<file path="src/rtl/dmem_arbiter_if.sv">
// dmem_arbiter_if: requester handshakes for both ports plus the RAM-side bus of dmem_arbiter.
// The slave modport is the arbiter's view; master is the requesters/RAM environment.
interface dmem_arbiter_if #(
  parameter int ADDR_W = 8,
  parameter int DATA_W = 8
);
  logic              req0;
  logic              lock0;
  logic              we0;
  logic [ADDR_W-1:0] addr0;
  logic [DATA_W-1:0] wdata0;
  logic              gnt0;
  logic [DATA_W-1:0] rdata0;
  logic              rvalid0;

  logic              req1;
  logic              lock1;
  logic              we1;
  logic [ADDR_W-1:0] addr1;
  logic [DATA_W-1:0] wdata1;
  logic              gnt1;
  logic [DATA_W-1:0] rdata1;
  logic              rvalid1;

  logic              mem_we;
  logic [ADDR_W-1:0] mem_addr;
  logic [DATA_W-1:0] mem_wdata;
  logic [DATA_W-1:0] mem_rdata;
  logic              busy;

  modport slave (
    input  req0, lock0, we0, addr0, wdata0,
    input  req1, lock1, we1, addr1, wdata1,
    input  mem_rdata,
    output gnt0, rdata0, rvalid0,
    output gnt1, rdata1, rvalid1,
    output mem_we, mem_addr, mem_wdata, busy
  );

  modport master (
    output req0, lock0, we0, addr0, wdata0,
    output req1, lock1, we1, addr1, wdata1,
    output mem_rdata,
    input  gnt0, rdata0, rvalid0,
    input  gnt1, rdata1, rvalid1,
    input  mem_we, mem_addr, mem_wdata, busy
  );
endinterface

</file>
<file path="src/rtl/dmem_arbiter.sv">
// dmem_arbiter: shares the single-port data RAM between the CPU (port 0) and the debug/DMA loader (port 1).
// Round-robin with locked bursts capped at BURST_MAX; define DMEM_ARB_PRIO0_EN to give port 0 fixed priority.
module dmem_arbiter #(
  parameter int ADDR_W    = 8,
  parameter int DATA_W    = 8,
  parameter int BURST_MAX = 4
) (
  input  logic          clk,
  input  logic          reset_n,
  dmem_arbiter_if.slave bus
);

  localparam int CNT_W = (BURST_MAX > 1) ? $clog2(BURST_MAX) : 1;
  localparam logic [CNT_W-1:0] CNT_CAP = CNT_W'(BURST_MAX - 1);

  localparam logic [1:0] IDLE = 2'd0;
  localparam logic [1:0] OWN0 = 2'd1;
  localparam logic [1:0] OWN1 = 2'd2;

  logic [1:0]        state, state_nxt;
  logic [CNT_W-1:0]  beat_cnt, cnt_nxt;
  logic              last_owner, last_nxt;
  logic [ADDR_W-1:0] addr_hold;
  logic [DATA_W-1:0] wdata_hold;
  logic [DATA_W-1:0] rdata0_q, rdata1_q;
  logic              rvalid0_q, rvalid1_q;

  logic              own_req, own_lock, own_we, other_req;
  logic [ADDR_W-1:0] own_addr;
  logic [DATA_W-1:0] own_wdata;
  logic              in_beat, rd_beat, at_cap, want_more, stay;

  // Select the owning port's request; outside a beat the RAM bus holds its last values.
  always_comb begin
    own_req   = 1'b0;
    own_lock  = 1'b0;
    own_we    = 1'b0;
    other_req = 1'b0;
    own_addr  = addr_hold;
    own_wdata = wdata_hold;
    case (state)
      OWN0: begin
        own_req   = bus.req0;
        own_lock  = bus.lock0;
        own_we    = bus.we0;
        other_req = bus.req1;
        own_addr  = bus.addr0;
        own_wdata = bus.wdata0;
      end
      OWN1: begin
        own_req   = bus.req1;
        own_lock  = bus.lock1;
        own_we    = bus.we1;
        other_req = bus.req0;
        own_addr  = bus.addr1;
        own_wdata = bus.wdata1;
      end
      default: ;
    endcase
  end

  assign in_beat   = (state == OWN0) || (state == OWN1);
  assign rd_beat   = in_beat && own_req && !own_we;
  assign at_cap    = (beat_cnt == CNT_CAP);
  assign want_more = own_lock && own_req;

  // A locked beat keeps the grant unless the burst cap is reached while the other port waits.
`ifdef DMEM_ARB_PRIO0_EN
  assign stay = want_more && ((state == OWN0) || !other_req);
`else
  assign stay = want_more && (!at_cap || !other_req);
`endif

  always_comb begin
    state_nxt = state;
    cnt_nxt   = beat_cnt;
    last_nxt  = last_owner;
    if (state == IDLE) begin
      cnt_nxt = '0;
      if (bus.req0 && bus.req1) begin
`ifdef DMEM_ARB_PRIO0_EN
        state_nxt = OWN0;
`else
        state_nxt = last_owner ? OWN0 : OWN1;
`endif
      end else if (bus.req0) begin
        state_nxt = OWN0;
      end else if (bus.req1) begin
        state_nxt = OWN1;
      end
    end else if (stay) begin
      cnt_nxt = at_cap ? '0 : beat_cnt + CNT_W'(1);
    end else begin
      cnt_nxt   = '0;
      last_nxt  = (state == OWN1);
      state_nxt = !other_req ? IDLE : ((state == OWN0) ? OWN1 : OWN0);
    end
  end

  always_ff @(posedge clk or negedge reset_n) begin
    if (!reset_n) begin
      state      <= IDLE;
      beat_cnt   <= '0;
      last_owner <= 1'b1;
      addr_hold  <= '0;
      wdata_hold <= '0;
      rdata0_q   <= '0;
      rdata1_q   <= '0;
      rvalid0_q  <= 1'b0;
      rvalid1_q  <= 1'b0;
    end else begin
      state      <= state_nxt;
      beat_cnt   <= cnt_nxt;
      last_owner <= last_nxt;
      addr_hold  <= own_addr;
      wdata_hold <= own_wdata;
      rvalid0_q  <= rd_beat && (state == OWN0);
      rvalid1_q  <= rd_beat && (state == OWN1);
      if (rd_beat && (state == OWN0)) rdata0_q <= bus.mem_rdata;
      if (rd_beat && (state == OWN1)) rdata1_q <= bus.mem_rdata;
    end
  end

  assign bus.gnt0      = (state == OWN0);
  assign bus.gnt1      = (state == OWN1);
  assign bus.busy      = (state != IDLE);
  assign bus.mem_we    = in_beat && own_we && own_req;
  assign bus.mem_addr  = own_addr;
  assign bus.mem_wdata = own_wdata;
  assign bus.rdata0    = rdata0_q;
  assign bus.rdata1    = rdata1_q;
  assign bus.rvalid0   = rvalid0_q;
  assign bus.rvalid1   = rvalid1_q;

endmodule
</file>
<file path="src/flat_wrapper.sv">
// flat-port wrapper written by rule: the top's interface ports become plain ports
module dmem_arbiter_flat 
#(
  parameter int ADDR_W    = 8,
  parameter int DATA_W    = 8,
  parameter int BURST_MAX = 4
)
  (clk, reset_n, bus_req0, bus_lock0, bus_we0, bus_addr0, bus_wdata0, bus_req1, bus_lock1, bus_we1, bus_addr1, bus_wdata1, bus_mem_rdata, bus_gnt0, bus_rdata0, bus_rvalid0, bus_gnt1, bus_rdata1, bus_rvalid1, bus_mem_we, bus_mem_addr, bus_mem_wdata, bus_busy);
  dmem_arbiter_if #(.ADDR_W(ADDR_W), .DATA_W(DATA_W)) bus_i ();
  input  logic clk;
  input  logic reset_n;
  input wire logic [$bits(bus_i.req0)-1:0] bus_req0;
  input wire logic [$bits(bus_i.lock0)-1:0] bus_lock0;
  input wire logic [$bits(bus_i.we0)-1:0] bus_we0;
  input wire logic [$bits(bus_i.addr0)-1:0] bus_addr0;
  input wire logic [$bits(bus_i.wdata0)-1:0] bus_wdata0;
  input wire logic [$bits(bus_i.req1)-1:0] bus_req1;
  input wire logic [$bits(bus_i.lock1)-1:0] bus_lock1;
  input wire logic [$bits(bus_i.we1)-1:0] bus_we1;
  input wire logic [$bits(bus_i.addr1)-1:0] bus_addr1;
  input wire logic [$bits(bus_i.wdata1)-1:0] bus_wdata1;
  input wire logic [$bits(bus_i.mem_rdata)-1:0] bus_mem_rdata;
  output wire logic [$bits(bus_i.gnt0)-1:0] bus_gnt0;
  output wire logic [$bits(bus_i.rdata0)-1:0] bus_rdata0;
  output wire logic [$bits(bus_i.rvalid0)-1:0] bus_rvalid0;
  output wire logic [$bits(bus_i.gnt1)-1:0] bus_gnt1;
  output wire logic [$bits(bus_i.rdata1)-1:0] bus_rdata1;
  output wire logic [$bits(bus_i.rvalid1)-1:0] bus_rvalid1;
  output wire logic [$bits(bus_i.mem_we)-1:0] bus_mem_we;
  output wire logic [$bits(bus_i.mem_addr)-1:0] bus_mem_addr;
  output wire logic [$bits(bus_i.mem_wdata)-1:0] bus_mem_wdata;
  output wire logic [$bits(bus_i.busy)-1:0] bus_busy;
  assign bus_i.req0 = bus_req0;
  assign bus_i.lock0 = bus_lock0;
  assign bus_i.we0 = bus_we0;
  assign bus_i.addr0 = bus_addr0;
  assign bus_i.wdata0 = bus_wdata0;
  assign bus_i.req1 = bus_req1;
  assign bus_i.lock1 = bus_lock1;
  assign bus_i.we1 = bus_we1;
  assign bus_i.addr1 = bus_addr1;
  assign bus_i.wdata1 = bus_wdata1;
  assign bus_i.mem_rdata = bus_mem_rdata;
  assign bus_gnt0 = bus_i.gnt0;
  assign bus_rdata0 = bus_i.rdata0;
  assign bus_rvalid0 = bus_i.rvalid0;
  assign bus_gnt1 = bus_i.gnt1;
  assign bus_rdata1 = bus_i.rdata1;
  assign bus_rvalid1 = bus_i.rvalid1;
  assign bus_mem_we = bus_i.mem_we;
  assign bus_mem_addr = bus_i.mem_addr;
  assign bus_mem_wdata = bus_i.mem_wdata;
  assign bus_busy = bus_i.busy;
  dmem_arbiter #(.ADDR_W(ADDR_W), .DATA_W(DATA_W), .BURST_MAX(BURST_MAX)) u_core (.clk(clk), .reset_n(reset_n), .bus(bus_i));
endmodule
</file>
<file path="config.mk">
export PLATFORM = sky130hd
export DESIGN_NAME = dmem_arbiter_flat
export DESIGN_NICKNAME = d
export VERILOG_FILES = /design/src/rtl/dmem_arbiter_if.sv /design/src/rtl/dmem_arbiter.sv /design/src/flat_wrapper.sv
export SDC_FILE = /design/constraint.sdc
export NUM_CORES = 1
export LEC_CHECK = 0
export CORE_ASPECT_RATIO = 0.5
export CORE_UTILIZATION = 35
export DETAILED_ROUTE_END_ITERATION = 12
export GPL_TIMING_DRIVEN = 0
export PLACE_DENSITY = 0.71
export SETUP_SLACK_MARGIN = 0.3
export SYNTH_ARGS = -nofsm -noshare
export SYNTH_HDL_FRONTEND = slang
export SYNTH_SLANG_ARGS = --single-unit
export TNS_END_PERCENT = 30
</file>
<file path="constraint.sdc">
create_clock -name clk -period 4.5 [get_ports clk]
set_input_delay 0.9 -clock clk [delete_from_list [all_inputs] [get_ports clk]]
set_output_delay 0.9 -clock clk [all_outputs]
set_load 0.005 [all_outputs]
</file>
==> results of run 1 <==
[routing by layer]
metal | up-vias | GRT usage (%) | wire length, µm
li1 | 706 | - | -
met1 | 693 | 21.5 | 1860
met2 | 28 | 30.3 | 2320
met3 | 2 | 4.70 | 165
met4 | 0 | 5.07 | 5
met5 | - | 0 | 0
[registers in the layout, summed over array words and instances, names as in the netlist]
| register | cells |
|---|---|
| u_core.addr_hold | 8 |
| u_core.state | 2 |
| u_core.beat_cnt | 2 |
| u_core.bus.rdata0 | 8 |
| u_core.bus.rvalid0 | 1 |
| u_core.bus.rvalid1 | 1 |
| u_core.last_owner | 1 |
| u_core.wdata_hold | 8 |
| u_core.bus.rdata1 | 8 |
[logic make-up (layout without fill, tap and decap cells)]
| kind of cell | after synthesis | after routing | synth area share [%] |
|---|---|---|---|
| adder cells (fa/ha/maj) | 4 | 4 | 2.88 |
| AND/OR/NAND/NOR | 29 | 29 | 9.50 |
| multiplexers | 19 | 19 | 12.4 |
| buffers and inverters | 14 | 106 | 3.53 |
| AO/OA/AOI/OAI | 41 | 41 | 15.5 |
| flip-flops | 39 | 39 | 56.2 |
[where the power goes]
part           total, mW  internal [mW]  leakage (nW)  switching, mW
logic               1.18          0.659         0.677          0.523
clock network      0.277          0.162        0.0513          0.115
registers          0.553          0.502         0.495         0.0505
[through the flow]
stage | instances | cell area (µm²) | setup WS [ns]
2_1_floorplan | 146 | 1740 | 2.21
3_3_place_gp | 297 | 2670 | 1.13
3_5_place_dp | 297 | 2670 | 1.10
4_1_cts | 304 | 2770 | 1.09
5_1_grt | 304 | 2770 | 0.932
6_report | 304 | 2770 | 1.09
[worst paths after layout]
kind / cells after the start / end / slack (ns) / start
hold / removal: 1 / u_core.beat_cnt[0]$_DFF_PN0_ / 0.45 / u_core.beat_cnt[0]$_DFF_PN0_
setup / recovery: 5 / bus_mem_we / 1.09 / bus_req1
setup reg to reg: 6 / u_core.bus.rdata0[7]$_DFFE_PN0P_ / 2.53 / u_core.state[1]$_DFFE_PN0P_
hold reg to reg: 1 / u_core.beat_cnt[0]$_DFF_PN0_ / 0.45 / u_core.beat_cnt[0]$_DFF_PN0_
min in group asynchronous: 1 / u_core.bus.rdata1[5]$_DFFE_PN0P_ / 0.71 / reset_n
max in group asynchronous: 1 / u_core.wdata_hold[0]$_DFF_PN0_ / 3.26 / reset_n
[area by class of cell]
class	count	area, µm²
Multi-Input combinational cell	93	701
Clock inverter	1	30.0
Buffer	8	38.8
Sequential cell	39	977
Inverter	6	22.5
Timing Repair Buffer	85	846
Clock buffer	6	72.6
Fill cell	386	1800
Tap cell	66	82.6
[synthesized netlist by cell type]
cell type and instances:
sky130_fd_sc_hd__dfrtp_1 38, sky130_fd_sc_hd__a22oi_1 20, sky130_fd_sc_hd__nor2_1 18, sky130_fd_sc_hd__mux2_2 17
sky130_fd_sc_hd__a21oi_1 16, sky130_fd_sc_hd__inv_1 6, sky130_fd_sc_hd__buf_2 4, sky130_fd_sc_hd__ha_1 4
sky130_fd_sc_hd__clkbuf_1 3, sky130_fd_sc_hd__nand2_1 3, sky130_fd_sc_hd__nand4b_2 2, sky130_fd_sc_hd__a21boi_0 1
sky130_fd_sc_hd__a22o_1 1, sky130_fd_sc_hd__buf_4 1, sky130_fd_sc_hd__dfstp_2 1, sky130_fd_sc_hd__mux2_4 1
sky130_fd_sc_hd__mux2i_1 1, sky130_fd_sc_hd__nand2b_1 1, sky130_fd_sc_hd__nand3b_4 1, sky130_fd_sc_hd__nor2b_2 1
sky130_fd_sc_hd__nor4_1 1, sky130_fd_sc_hd__nor4b_1 1, sky130_fd_sc_hd__o21ai_0 1, sky130_fd_sc_hd__o31a_1 1
sky130_fd_sc_hd__o32ai_1 1, sky130_fd_sc_hd__or3_1 1
==> run summary, run 1 <==
STATUS
-------------------------------------------------------------------------------------------
Run status                                                                     finished clean

CLOCK TREE
-------------------------------------------------------------------------------------------
Master cell of the clock root buffer                                           sky130_fd_sc_hd__clkbuf_8
Insertion delay of the later-clocked pin in the worst-skew pair                     0.28 ns
TritonCTS Buffers                                                                         5
CTS Hold Buffers Added                                                                    0
Number of buffers on the longest clock path                                               2
Reg clk slew, reported paths                                                        0.07 ns
Post-CTS Resized                                                                          0
Clock tree from TritonCTS                                                              done
H-tree level count                                                                        2
Post CTS Setup Buffer Count                                                               0
Count of clock tree sinks                                                                39

GLOBAL ROUTING
-------------------------------------------------------------------------------------------
Global-route usage over all layers                                                    17.4%
Global-route wire length before repair                                              6800 µm
Total overflow reported by the global router                                              0
Maximum number of pins on one net before global-route repair                             40
Antenna violations before repair                                                          0
Via count of the first global-routing pass                                             1390

DIE
-------------------------------------------------------------------------------------------
Core Footprint                                                                     4570 µm²
Die ar.                                                                            5270 µm²
Height of the die                                                                   51.8 µm
Number of top-level design ports                                                         86
Effective utilization at floorplan                                                    38.0%
Placement row count                                                                      17
Die span in x                                                                        102 µm

FINAL LAYOUT
-------------------------------------------------------------------------------------------
Leading cell type in the layout, fill and taps excluded                        sky130_fd_sc_hd__clkdlybuf4s50_1
Share of cells above drive strength 1                                                 14.7%
Commonest cells after routing, fill and taps aside                             sky130_fd_sc_hd__clkdlybuf4s50_1 (84), sky130_fd_sc_hd__dfrtp_1 (38), sky130_fd_sc_hd__a22oi_1 (20), sky130_fd_sc_hd__nor2_1 (18), sky130_fd_sc_hd__mux2_2 (17)
Area overhead of the layout relative to synthesis                                     59.3%
Post-layout nets                                                                        290
Utilization after layout                                                              60.6%
# diodes                                                                                  0

WORST SETUP PATH
-------------------------------------------------------------------------------------------
Total buffers and inverters traversed by the critical path                                2
Ordered cell list for the critical path                                        clkdlybuf4s50_1, a22oi_1, nor2b_2, a21boi_0, clkdlybuf4s50_1
Category of the critical setup timing path                                        in -> out
Critical path required time                                                         3.60 ns
Worst setup EP type                                                             output port
Worst path most repeated cell                                                  sky130_fd_sc_hd__clkdlybuf4s50_1
Worst EP arrival                                                                    2.51 ns
Max FO, Critical Path                                                                     4
Slowest cell on the critical path                                              sky130_fd_sc_hd__clkdlybuf4s50_1
Category of the worst setup path launch point                                    input port
Max stage delay on crit path                                                        0.54 ns
Kind of cell adding the most delay to the critical path                        buffers and inverters

DRT
-------------------------------------------------------------------------------------------
Vias per Instance                                                                      4.70
Number of design-rule violations left by the first detailed-router iteration             22
Wire length per cell                                                                14.3 µm
Via count                                                                              1429
Antenna violation net count after detailed routing                                        0
Number of detailed-routing iterations run before antenna repair                           4
Routed WL                                                                           4350 µm
Residual DRC count                                                                        0

TIMING
-------------------------------------------------------------------------------------------
Worst setup skew after layout                                                    0.00472 ns
Hold Vio Cnt, Final                                                                       0
Final worst path period share                                                         75.7%
Setup-violating endpoint count in the final report                                        0
F_max                                                                               293 MHz
Slew at the pin closest to its max-slew limit                                      0.831 ns
Post-layout min period                                                              3.41 ns
Unrepaired setup endpoints after global routing                                          no
Setup total negative slack                                                             0 ns
Hold_ws                                                                            0.445 ns
Number of slew-limit violations in the final report                                       0
Slew headroom                                                                         44.6%

LOGIC SYNTHESIS
-------------------------------------------------------------------------------------------
Post-Syn Instances                                                                      146
Net count after synthesis                                                               198
Sequential area share after synthesis                                                 56.2%
Cell variety after synth                                                                 26
Top cell type by total area after synthesis                                    sky130_fd_sc_hd__dfrtp_1
Leading post-synthesis cells by cell area                                      sky130_fd_sc_hd__dfrtp_1 (55%), sky130_fd_sc_hd__mux2_2 (11%), sky130_fd_sc_hd__a22oi_1 (8.6%)
#FFs+latches synth                                                                       39
Number of warnings issued by yosys                                                        0
Cell area after synthesis                                                          1740 µm²
Top-area cell type share of the netlist area                                          54.7%
Avg Synthesized Cell Area                                                          11.9 µm²

PWR
-------------------------------------------------------------------------------------------
Worst IR Drop VDD                                                                    286 µV
Total power draw                                                                    2.01 mW
Leakage power summed over all cells                                                 1.22 nW
Power per cell area                                                              726 nW/µm²

FLOW RUN
-------------------------------------------------------------------------------------------
# Max-Cap Violations                                                                      0

PLACEMENT
-------------------------------------------------------------------------------------------
# port buffers                                                                           85
Routability-driven placement congestion ratio                                         0.859
Final HPWL from detailed placement                                                  3340 µm

WORST HOLD PATH
-------------------------------------------------------------------------------------------
Classification of the worst-slack hold path                                      reg -> reg

Power figures use the tool's default switching activity.
==> run 2, diff against run 1 <==
- PLACE_DENSITY: 0.71 -> 0.74
- clock period: 4.5 -> 2.9 ns (I/O delays scaled with it)
==> run 2 against run 1 <==
Core utilization rose by 3.3 points. Flip-flop and latch count did not move. Non-clock buffer count rose by 2. Routed wire length rose by 12%. Largest power group unchanged. Highest routed layer unchanged.
==> run summary, run 2 (synthesis results as in run 1) <==
WORST SETUP PATH
-------------------------------------------------------------------------------------------
Worst EP arrival                                                                    2.17 ns   was 2.51 ns
Max stage delay on crit path                                                        0.53 ns   was 0.54 ns
Worst path most repeated cell                                                  sky130_fd_sc_hd__clkdlybuf4s50_1   unchanged
Slowest cell on the critical path                                              sky130_fd_sc_hd__clkdlybuf4s50_1   unchanged
Category of the worst setup path launch point                                    input port   unchanged
Max FO, Critical Path                                                                     4   unchanged
Critical path required time                                                         2.32 ns   was 3.60 ns
Worst setup EP type                                                             output port   unchanged
Ordered cell list for the critical path                                        clkdlybuf4s50_1, a22oi_1, nor2b_4, a21boi_0, clkdlybuf4s50_1   was clkdlybuf4s50_1, a22oi_1, nor2b_2, a21boi_0, clkdlybuf4s50_1
Category of the critical setup timing path                                        in -> out   unchanged

DIE
-------------------------------------------------------------------------------------------
Placement row count                                                                      17   unchanged
Die span in x                                                                        102 µm   unchanged
Effective utilization at floorplan                                                    38.0%   unchanged
Height of the die                                                                   51.8 µm   unchanged
Core Footprint                                                                     4570 µm²   unchanged
Number of top-level design ports                                                         86   unchanged
Die ar.                                                                            5270 µm²   unchanged

GLOBAL ROUTING
-------------------------------------------------------------------------------------------
Maximum number of pins on one net before global-route repair                             40   unchanged
Met1 Use GR                                                                           25.8%   was 21.5%
Global-route usage over all layers                                                    20.2%   was 17.4%
Global-route met3 utilization                                                         4.44%   was 4.70%
Antenna violations before repair                                                          0   unchanged
Global-route wire length before repair                                              7730 µm   was 6800 µm
Global Route met2 Usage                                                               35.0%   was 30.3%
Via count of the first global-routing pass                                             1483   was 1390
Most heavily used metal layer in global routing                                        met2   unchanged
Total overflow reported by the global router                                              0   unchanged

DRT
-------------------------------------------------------------------------------------------
Number of design-rule violations left by the first detailed-router iteration             75   was 22
Vias per Instance                                                                      4.97   was 4.70
Via count                                                                              1522   was 1429
Residual DRC count                                                                        0   unchanged
Antenna violation net count after detailed routing                                        0   unchanged
Routed WL                                                                           4870 µm   was 4350 µm
Wire length per cell                                                                15.9 µm   was 14.3 µm
Number of detailed-routing iterations run before antenna repair                           4   unchanged

TIMING
-------------------------------------------------------------------------------------------
Slew at the pin closest to its max-slew limit                                      0.853 ns   was 0.831 ns
Unrepaired setup endpoints after global routing                                         yes   was no
Setup-violating endpoint count in the final report                                        0   unchanged
Worst setup skew after layout                                                    0.00514 ns   was 0.00472 ns
Final worst path period share                                                         94.7%
Setup total negative slack                                                             0 ns   unchanged
Hold Vio Cnt, Final                                                                       0   unchanged
F_max                                                                               364 MHz
Post-layout min period                                                              2.75 ns
Worst setup margin                                                                 0.155 ns   was 1.09 ns
Hold_ws                                                                            0.399 ns   was 0.445 ns
Slew headroom                                                                         43.1%   was 44.6%
Number of slew-limit violations in the final report                                       0   unchanged

PWR
-------------------------------------------------------------------------------------------
Power per cell area                                                             1150 nW/µm²   was 726 nW/µm²
Total power draw                                                                    3.37 mW   was 2.01 mW
Worst IR Drop VDD                                                                    470 µV   was 286 µV
Leakage power summed over all cells                                                 1.30 nW   was 1.22 nW

FLOW RUN
-------------------------------------------------------------------------------------------
# Max-Cap Violations                                                                      0   unchanged

FINAL LAYOUT
-------------------------------------------------------------------------------------------
Utilization after layout                                                              63.8%   was 60.6%
Post-Layout Cell Count                                                                  306   was 304
Total non-filler cell area in the finished layout                                  2920 µm²   was 2770 µm²
# diodes                                                                                  0   unchanged
Post-layout nets                                                                        292   was 290
Area overhead of the layout relative to synthesis                                     67.8%   was 59.3%
Leading cell type in the layout, fill and taps excluded                        sky130_fd_sc_hd__clkdlybuf4s50_1   unchanged
Commonest cells after routing, fill and taps aside                             sky130_fd_sc_hd__clkdlybuf4s50_1 (77), sky130_fd_sc_hd__dfrtp_1 (38), sky130_fd_sc_hd__a22oi_1 (19), sky130_fd_sc_hd__nor2_1 (18), sky130_fd_sc_hd__mux2_2 (17)   was sky130_fd_sc_hd__clkdlybuf4s50_1 (84), sky130_fd_sc_hd__dfrtp_1 (38), sky130_fd_sc_hd__a22oi_1 (20), sky130_fd_sc_hd__nor2_1 (18), sky130_fd_sc_hd__mux2_2 (17)
Share of cells above drive strength 1                                                 24.6%   was 14.7%

PLACEMENT
-------------------------------------------------------------------------------------------
Area of placed instances                                                           2670 µm²   unchanged
Final HPWL from detailed placement                                                  3400 µm   was 3340 µm
Cells after DPL                                                                         297   unchanged
DP Worst Slack                                                                     0.147 ns   was 1.10 ns
# port buffers                                                                           85   unchanged
Routability-driven placement congestion ratio                                         0.871   was 0.859

CLOCK TREE
-------------------------------------------------------------------------------------------
Insertion delay of the later-clocked pin in the worst-skew pair                     0.29 ns   was 0.28 ns
Clock tree from TritonCTS                                                              done   unchanged
CTS Hold Buffers Added                                                                    0   unchanged
Count of clock tree sinks                                                                39   unchanged
Master cell of the clock root buffer                                           sky130_fd_sc_hd__clkbuf_8   unchanged
TritonCTS Buffers                                                                         5   unchanged
H-tree level count                                                                        2   unchanged
Number of buffers on the longest clock path                                               2   unchanged
Reg clk slew, reported paths                                                        0.07 ns   about the same

WORST HOLD PATH
-------------------------------------------------------------------------------------------
Classification of the worst-slack hold path                                     in -> async   was reg -> reg

STATUS
-------------------------------------------------------------------------------------------
Run status                                                                     finished clean   unchanged

run 2: cell types whose count changed in the layout (fill, tap and decap cells not counted), moves of 2 or more:
cell	change
sky130_fd_sc_hd__a21oi_1	-14
sky130_fd_sc_hd__ha_1	-2
sky130_fd_sc_hd__buf_2	-4
sky130_fd_sc_hd__clkdlybuf4s50_1	-7
sky130_fd_sc_hd__a21oi_2	+14
sky130_fd_sc_hd__buf_6	+5
sky130_fd_sc_hd__ha_4	+2
sky130_fd_sc_hd__dlygate4sd2_1	+4
sky130_fd_sc_hd__clkbuf_1	-4
sky130_fd_sc_hd__clkbuf_8	+4
sky130_fd_sc_hd__dlymetal6s2s_1	+3
run 2: per-layer routing:
layer	part of all wire [%]	vias to the layer above	wire length [µm]
li1	-	718	-
met1	43	773	2070
met2	54	29	2630
met3	3.1	2	152
met4	0.29	0	14
met5	0	-	0
run 2: final cells by class:
cell class | count | area [µm²]
buffer | 8 | 97.6
clock buffer | 6 | 82.6
clock inverter | 1 | 5.00
fill | 365 | 1650
inverter | 6 | 22.5
multi-input combinational | 93 | 788
sequential | 39 | 977
tap | 66 | 82.6
timing repair buffer | 87 | 863
run 2: repair_timing:
item / 4_1_cts / 5_1_grt
endpoints found under the hold margin: 0 / 0
gates resized for setup: 38 / 8
pin swaps: 1 / 0
buffers inserted: 2 / 0
endpoints found under the setup margin: 17 / 13
run 2: final timing paths:
check                                        startpoint                               end  slack [ns]  cells past startpoint
max                                            bus_req1                        bus_mem_we        0.15                      5
min                                             reset_n  u_core.bus.rdata0[5]$_DFFE_PN0P_        0.40                      1
max reg2reg                 u_core.state[1]$_DFFE_PN0P_       u_core.state[0]$_DFFE_PN0P_        0.98                      6
min reg2reg                u_core.beat_cnt[0]$_DFF_PN0_      u_core.beat_cnt[0]$_DFF_PN0_        0.48                      1
max in group asynchronous                       reset_n     u_core.addr_hold[3]$_DFF_PN0_        1.96                      1
min in group clk           u_core.beat_cnt[0]$_DFF_PN0_      u_core.beat_cnt[0]$_DFF_PN0_        0.48                      1
run 2: power by group:
group,total (mW),internal [mW],switching (mW),leakage (nW)
Clock,0.367,0.187,0.180,0.0470
Sequential,0.861,0.779,0.0811,0.495
Combinational,2.14,1.17,0.968,0.755
run 2: worst max-delay path: cells and delay by family:
family	cells	cell delay, ns
and+or+nand+nor	1	0.18
buffers and inverters	2	1.05
AOI/OAI and AO/OA	2	0.36
==> run 3, diff against run 2 <==
- CTS_CLUSTER_SIZE: default -> 14
==> results of run 3 <==
Final layout, timing and power as in run 2 (identical DEF).
